**config.mk**
```make
export PLATFORM = sky130hd
export DESIGN_NAME = dac_audio_ctrl
export DESIGN_NICKNAME = d
export VERILOG_FILES = /design/src/rtl/dac_audio_pkg.sv /design/src/rtl/dac_tick_gen.sv /design/src/rtl/dac_audio_ctrl.sv
export SDC_FILE = /design/constraint.sdc
export NUM_CORES = 1
export LEC_CHECK = 0
export CORE_UTILIZATION = 59
export DETAILED_ROUTE_END_ITERATION = 6
export MAX_ROUTING_LAYER = met4
export PLACE_DENSITY = 0.81
export SYNTH_ARGS = -nofsm -noshare
export SYNTH_HDL_FRONTEND = slang
export SYNTH_SLANG_ARGS = --single-unit
```
**constraint.sdc**
```tcl
create_clock -name clk_i -period 5.1 [get_ports clk_i]
set_clock_uncertainty 0.1 [all_clocks]
set_input_delay 0.765 -clock clk_i [delete_from_list [all_inputs] [get_ports clk_i]]
set_output_delay 0.765 -clock clk_i [all_outputs]
set_load 0.01 [all_outputs]
```
**src/rtl/dac_audio_pkg.sv**
```systemverilog
// Shared types and helpers for the audio sequencer in front of the delta-sigma dac.
package dac_audio_pkg;

    typedef enum logic [1:0] {
        OFF     = 2'd0,
        RAMP_UP = 2'd1,
        RUN     = 2'd2,
        RAMP_DN = 2'd3
    } state_t;

    localparam logic [7:0] MIDSCALE = 8'h80;

    function automatic logic signed [7:0] sat10to8(input logic signed [9:0] v);
        if (v > 10'sd127)
            return 8'sh7f;
        else if (v < -10'sd128)
            return 8'sh80;
        else
            return v[7:0];
    endfunction

endpackage

```
**src/rtl/dac_tick_gen.sv**
```systemverilog
// Free-running sample-rate divider; tick_o marks the last cycle of each period.
module dac_tick_gen #(
    parameter int div_g = 2048
) (
    input  logic clk_i,
    input  logic res_n_i,
    output logic tick_o
);

    localparam int CW = $clog2(div_g);

    logic [CW-1:0] cnt;

    assign tick_o = (cnt == CW'(div_g - 1));

    always_ff @(posedge clk_i or negedge res_n_i) begin
        if (!res_n_i)
            cnt <= '0;
        else if (tick_o)
            cnt <= '0;
        else
            cnt <= cnt + CW'(1);
    end

endmodule

```
**src/rtl/dac_audio_ctrl.sv**
```systemverilog
// Three-source audio mixer with pop-free ramping of the dac word between 0 and midscale.
module dac_audio_ctrl
    import dac_audio_pkg::*;
#(
    parameter int msbi_g = 7,
    parameter int div_g  = 2048
) (
    input  logic              clk_i,
    input  logic              res_n_i,
    input  logic              en_i,
    input  logic [7:0]        ch0_data_i,
    input  logic              ch0_valid_i,
    output logic              ch0_ready_o,
    input  logic [7:0]        ch1_data_i,
    input  logic              ch1_valid_i,
    output logic              ch1_ready_o,
    input  logic [7:0]        ch2_data_i,
    input  logic              ch2_valid_i,
    output logic              ch2_ready_o,
    input  logic [5:0]        att_i,
    output logic              tick_o,
    output logic              running_o,
    output logic [msbi_g:0]   dac_o
);

    state_t      state;
    logic        tick;
    logic        en_q;
    logic [2:0]  full;
    logic [2:0]  valid;
    logic [2:0]  ready;
    logic [2:0]  acc;
    logic [7:0]  din    [3];
    logic [7:0]  slot   [3];
    logic [7:0]  cur    [3];
    logic [7:0]  cur_nx [3];
    logic signed [7:0] sh [3];
    logic signed [9:0] sum;
    logic [7:0]  mix;
    logic [7:0]  ramp;
    logic [7:0]  ramp_nx;

    dac_tick_gen #(
        .div_g (div_g)
    ) u_tick (
        .clk_i   (clk_i),
        .res_n_i (res_n_i),
        .tick_o  (tick)
    );

    function automatic logic [msbi_g:0] widen(input logic [7:0] v);
        logic [msbi_g:0] w;
        w = '0;
        w[msbi_g -: 8] = v;
        return w;
    endfunction

    assign tick_o    = tick;
    assign running_o = (state == RUN);

    assign din[0] = ch0_data_i;
    assign din[1] = ch1_data_i;
    assign din[2] = ch2_data_i;
    assign valid  = {ch2_valid_i, ch1_valid_i, ch0_valid_i};
    assign ready  = {3{state == RUN}} & ~full;
    assign acc    = valid & ready;

    assign ch0_ready_o = ready[0];
    assign ch1_ready_o = ready[1];
    assign ch2_ready_o = ready[2];

    // The ramp may resume from any level (a RUN word can exceed midscale).
    always_comb begin
        ramp_nx = ramp;
        if (state == RAMP_UP) begin
            if (ramp < MIDSCALE)
                ramp_nx = ramp + 8'd1;
            else if (ramp > MIDSCALE)
                ramp_nx = ramp - 8'd1;
        end else if (ramp != 8'd0) begin
            ramp_nx = ramp - 8'd1;
        end
    end

    always_comb begin
        sum = '0;
        for (int i = 0; i < 3; i++) begin
            cur_nx[i] = full[i] ? slot[i] : cur[i];
            sh[i]     = $signed(cur_nx[i] ^ MIDSCALE) >>> att_i[2*i +: 2];
            sum       = sum + {{2{sh[i][7]}}, sh[i]};
        end
        mix = sat10to8(sum) ^ MIDSCALE;
    end

    always_ff @(posedge clk_i or negedge res_n_i) begin
        if (!res_n_i) begin
            state <= OFF;
            en_q  <= 1'b0;
            full  <= '0;
            ramp  <= '0;
            dac_o <= '0;
            for (int i = 0; i < 3; i++) begin
                slot[i] <= MIDSCALE;
                cur[i]  <= MIDSCALE;
            end
        end else begin
            en_q <= en_i;
            for (int i = 0; i < 3; i++)
                if (acc[i])
                    slot[i] <= din[i];

            if (state != RUN)
                full <= '0;
            else if (tick)
                full <= en_q ? acc : 3'b000;
            else
                full <= full | acc;

            if (tick) begin
                unique case (state)
                    OFF: begin
                        dac_o <= widen(ramp);
                        if (en_q)
                            state <= RAMP_UP;
                    end
                    RAMP_UP: begin
                        if (!en_q) begin
                            state <= RAMP_DN;
                        end else begin
                            ramp  <= ramp_nx;
                            dac_o <= widen(ramp_nx);
                            if (ramp_nx == MIDSCALE) begin
                                state <= RUN;
                                for (int i = 0; i < 3; i++)
                                    cur[i] <= MIDSCALE;
                            end
                        end
                    end
                    RUN: begin
                        if (!en_q) begin
                            state <= RAMP_DN;
                            ramp  <= dac_o[msbi_g -: 8];
                        end else begin
                            for (int i = 0; i < 3; i++)
                                cur[i] <= cur_nx[i];
                            dac_o <= widen(mix);
                        end
                    end
                    RAMP_DN: begin
                        if (en_q) begin
                            state <= RAMP_UP;
                        end else begin
                            ramp  <= ramp_nx;
                            dac_o <= widen(ramp_nx);
                            if (ramp_nx == 8'd0)
                                state <= OFF;
                        end
                    end
                    default: state <= OFF;
                endcase
            end
        end
    end

endmodule
```
Word-level counts from Yosys, hierarchy flattened:

Index checks and enable logic that the tools add are counted.

* output and inout bits: 13
* input bits: 36
* bits in registers: 81
* logic and storage cells: 85

* reduce and logical (&&, ||, !) cells: 9
* magnitude comparators: 4
* equal/unequal tests: 14
* muxes and demuxes: 30
* bitwise logic cells: 8
* shifts and indexed selects: 3
* $add $sub $neg: 5

Operators with widths (count)
* $mux W8: 13
* $mux W24: 3
* $pmux W24 S2: 1
* $pmux W8 S4: 1
* $pmux W8 S3: 1
* $sshr A8 B2 Y8: 3
* $reduce_and A5 Y1: 3
* $mux W2: 6
* $add A11 B1 Y11 const B: 1
* $eq A11 B11 Y1 const B: 1
* $mux W11: 1
* $add A9 B8 Y10: 1
* $gt A10 B8 Y1 const B: 1
* $lt A10 B8 Y1 const B: 1
* $ne A2 B2 Y1 const B: 5
* $add A8 B8 Y9: 1
* $mux W3: 3
* $add A8 B1 Y8 const B: 1
* $eq A8 B8 Y1 const B: 1
* $gt A8 B8 Y1 const B: 1
* $logic_not A8 Y1: 1
* $lt A8 B8 Y1 const B: 1
* $pmux W2 S4: 1
* $reduce_bool A8 Y1: 1
* other kinds (14): 20

Longest topological paths before layout:

* depth after elaboration: 11
* gate-level depth with buffers: 16
* gate-level depth less buffers: 14

Cells and area by module:

From an unflattened synthesis, not the netlist that was laid out.

* cell total of the unflattened synthesis: 527
* area total of the unflattened synthesis: 5459.0 um^2

By module, submodules not included
* dac_audio_ctrl: instances 1, sequential area each 1759.2 um^2, cells an instance 480, area an instance 4928.5 um^2
* dac_tick_gen: instances 1, sequential area each 275.3 um^2, cells an instance 47, area an instance 530.5 um^2

Worst setup path after synthesis:

No wires, ideal clock.

* path type: input -> register
* start point: in att_i[4]
* end point: reg dac_o[0]
* slack: 694 ps
* stages on the path: 13
* required time: 4904 ps
* path buffers: 1
* data arrival time: 4210 ps
* library setup time: 96 ps
* path through: clkbuf_1 -> mux4_2 -> mux2_2 -> fa_1 -> ha_1 -> fa_1 -> a211o_1 -> a211oi_1 -> o211a_1 -> nor3_1 -> o32ai_1 -> a31oi_1 -> o31ai_1

* longest elaborated chain between the ends: 7
* elaborated cells between the ends (all ways): 8
* classes of those cells: add/sub: 1; order compare: 2; shift: 1; mux: 4

Ends and longest elaborated chain
* start, declared: line dac_audio_ctrl.sv:20 `input logic [5:0] att_i,`
* $sshr A8 B2 Y8 (*): line dac_audio_ctrl.sv:89 `sh[i] = $signed(cur_nx[i] ^ MIDSCALE) >>> att_i[2*i +: 2];`
* $add A9 B8 Y10 (*): line dac_audio_ctrl.sv:90 `sum = sum + {{2{sh[i][7]}}, sh[i]};`
* $lt A10 B8 Y1: line dac_audio_pkg.sv:16 `else if (v < -10'sd128)`
* $mux W8: line dac_audio_pkg.sv:16
* $mux W8 (*): line dac_audio_pkg.sv:14 `if (v > 10'sd127)`
* $mux W8 (*): line dac_audio_ctrl.sv:140 `if (!en_q) begin`
* $pmux W8 S4 (*): line dac_audio_ctrl.sv:120 `unique case (state)`
* end signal, assigned: line dac_audio_ctrl.sv:122 `dac_o <= widen(ramp);`
* end signal, assigned: line dac_audio_ctrl.sv:131 `dac_o <= widen(ramp_nx);`
* end signal, assigned: line dac_audio_ctrl.sv:146 `dac_o <= widen(mix);`
* end, declared: line dac_audio_ctrl.sv:23 `output logic [msbi_g:0] dac_o`

Mark *: on every way between the ends. The rest lies on a longest branch, timed or not. The select of a mux whose other input is x is not followed.
A chain may end at the register's enable or synchronous reset.

Worst setup path in the final report:

* start point: in att_i[2]
* end point: reg dac_o[2]

* longest elaborated chain between the ends: 8
* elaborated cells between the ends (all ways): 9
* classes of those cells: add/sub: 2; order compare: 2; shift: 1; mux: 4

Ends and longest elaborated chain (line)
* $sshr A8 B2 Y8 (*): dac_audio_ctrl.sv:89
* $add A8 B8 Y9 (*): dac_audio_ctrl.sv:90
* $add A9 B8 Y10 (*): dac_audio_ctrl.sv:90
* $lt A10 B8 Y1: dac_audio_pkg.sv:16
* $mux W8: dac_audio_pkg.sv:16
* $mux W8 (*): dac_audio_pkg.sv:14
* $mux W8 (*): dac_audio_ctrl.sv:140
* $pmux W8 S4 (*): dac_audio_ctrl.sv:120

Marked as above.

==> impl_results.md <==
* Run status: finished, final reports clean
* Max FO, Critical Path at 9
* Final Critical Period at about 4.7 ns
* Postcts setup bufs at 0
* Crit path max-delay family: compound AO/OA/AOI/OAI gates
* GRT Util Overall at 0.298
* Synth Area in XOR/XNOR at 0.0248
* Top-level I/O count at between 40 and 50
* Synth Net Count at between 600 and 700
* Pre-antenna DRT Iters at 5
* Finished Layout Cells at approximately 800
* Area contributors post-synth: dfrtp_1 (31%), mux2_2 (7.7%), mux4_2 (6.7%)
* Htree depth at 3
* Synth area leader: dfrtp_1
* Worst-path clk slew at about 0.09 ns
* Vias in the first global route at around 4600
* Power per Cell Area at roughly 180 nW/µm²
* Crit path largest cell delay at between 0.6 and 0.7 ns
* Die W at about 100 µm
* Pleak at 3.06 nW
* # DRC at 0
* Setup TNS at 0 ns
* Clock buffer count from CTS at 9
* Area growth, synth to finish at 12.7%
* CP required at ~5.2 ns
* Initial antenna violation count at 0
* Ys async rst share at 1.00
* Slew headroom at 0.275
* Die height at just over 100 µm
* Sequential element share of the synthesized area at 0.338
* Dpl hpwl at 10.9 mm
* Final nets at between 700 and 800
* Initial core utilization at 0.612
* Most frequent cells in the layout: dfrtp_1 (75), nand2_1 (59), clkdlybuf4s50_1 (47)
* Reg-to-reg setup timing slack at 0.71 ns
* Core Rows at 36
* Slew Limit Fails at 0
* Mux contribution to synthesized area at 0.181
* Post-synth EDFFs at 0
* CP startpoint kind: input port
* Worst hold path type: register to register
* Routed Antenna Nets at 0
* Warnings from Yosys at 0
* Vias/cell at between 6 and 7
* Post-synth top area share at 0.312
* Post-CTS Hold Buffers at 0
* Setup violators final at 0
* Mapped cell area at 6010 µm²
* Worst-margin pin slew at between 1 and 1.5 ns
* Tcrit/Tclk final at 0.919
* DR WL/cell at approximately 18 µm
* Layout cells sized above 1 at 0.158
* RSZ-0062 raised after global routing: no
* Max-Cap Viols at 0
* Ys flop type: dfrtp_1
* Remaining global-route overflow at 0
* Netlist cell types at between 60 and 70
* DRT iter0 DRCs at about 340
* Dpl cells at between 700 and 800
* Post-Synth Adder-Cell Area at 0.0654
* Critical-path top delay cell: clkdlybuf4s50_1
* Synth Area in Compound Gates at 0.133
* Fin. Hold Viols at 0
* I/O Buffers at 48
* Simple-gate share of the synthesized area at 0.217
* WL final at 14.5 mm
* First-pass GRT wire length at about 23 mm
* Die area at between 10000 and 15000 µm²
* Post-layout util at 0.690
* Vias after detailed routing at between 5000 and 6000
* Synthesized area per cell at approximately 9.6 µm²
* CTS tree: yes
* Main combinational cell family by area after synthesis: simple AND/OR/NAND/NOR gates
* Largest net degree at the start of global routing at just over 80
* Setup crit end kind: register
* CTS root buffer: clkbuf_8
* ANT cells at 0
* Arr. time, crit path at 4.82 ns
* Post-Synthesis Cells at approximately 630
* Clock sink count at 81
* Total Power at ~1.2 mW
* Crit-path cells: clkdlybuf4s50_1 -> mux4_2 -> mux2_2 -> fa_1 -> ha_1 -> fa_1 -> a211o_1 -> a211oi_1 -> buf_4 -> o21ai_0 -> o21ai_0 -> inv_1 -> a21oi_1 -> a31oi_1
* Worst IR Drop VDD at between 0.0001 and 0.00015 V
* Seq cells post-synth at 81
* Crit path kind: input port to register
* GPL Wtd Cong at approximately 0.96
* Crit path buf inv count at 3
* FMAX at approximately 210 MHz
* Clock Latency Late Sink at between 0.3 and 0.4 ns
* CTS resizes at 0
* Max Root-Sink Buffers at 2
* Commonest non-fill, non-tap cell in the layout: dfrtp_1
* Core Area at approximately 9800 µm²
==> path summary, 6_finish.rpt <==
| path | start | endpoint | cells past startpoint |
|---|---|---|---|
| setup / recovery | att_i[2] | dac_o[2] | 14 |
| hold / removal | u_tick.cnt[4] | u_tick.cnt[4] | 1 |
| min in group asynchronous | res_n_i | u_tick.cnt[7] | 1 |
| max in group asynchronous | res_n_i | cur[19] | 1 |
| setup reg to reg | full[0] | dac_o[2] | 15 |
| hold reg to reg | u_tick.cnt[4] | u_tick.cnt[4] | 1 |
==> Yosys cell counts, drive strengths merged, types with 4 or more instances <==
| library cell | instances |
|---|---|
| mux2i | 22 |
| clkbuf | 34 |
| nand4 | 14 |
| xnor2 | 8 |
| nand2b | 12 |
| o31ai | 9 |
| nor3 | 7 |
| a21o | 6 |
| o21ai | 29 |
| nor2 | 33 |
| nand2 | 59 |
| a21oi | 23 |
| nand3 | 15 |
| dfrtp | 75 |
| fa | 9 |
| inv | 18 |
| mux2 | 41 |
| dfstp | 6 |
| a31oi | 25 |
| xor2 | 9 |
| nand3b | 19 |
| ha | 17 |
| or3 | 4 |
| buf | 8 |
| nor2b | 14 |
| mux4 | 18 |
| and3 | 42 |
| nor4 | 7 |
==> logic make-up (layout without fill, tap and decap cells) <==
family,Yosys count,count (layout)
multiplexers,81,81
adder cells (fa/ha/maj),26,26
XOR/XNOR,17,17
AO/OA/AOI/OAI,121,121
flip-flops,81,81
buffers and inverters,60,93
AND/OR/NAND/NOR,239,239
==> flip-flops by register name (all words and copies together) (netlist names) <==
name	count
cur	24
dac_o	8
en_q	1
full	3
ramp	8
slot	24
state	2
u_tick.cnt	11
==> power breakdown <==
group	leakage (nW)	total [mW]	internal (mW)	switching (mW)
Sequential	1.05	0.644	0.642	0.00178
Combinational	1.91	0.111	0.0531	0.0576
Clock	0.0962	0.489	0.230	0.259
==> routing by layer <==
metal,wire length [µm],track usage
met1,6690,0.422
met5,0,-
met3,964,0.0556
met2,6670,0.437
met4,221,0.0878
==> final cells by class <==
cell class / instances / area [µm²]
Fill cell: 803 / 3050
Multi-Input combinational cell: 484 / 3740
Clock buffer: 9 / 124
Sequential cell: 81 / 2030
Tap cell: 133 / 166
Clock inverter: 7 / 76.3
Timing Repair Buffer: 59 / 561
Inverter: 18 / 67.6
==> through the flow <==
step	worst slack, ns	area (µm²)	hold slack, ns
floorplan	0.694	6010	0.346
CTS	0.446	6770	0.389
global placement	0.216	6570	0.362
finish	0.413	6770	0.391
global route	0.219	6770	0.402
detailed placement	0.0709	6570	0.372
Power figures use the tool's default switching activity.
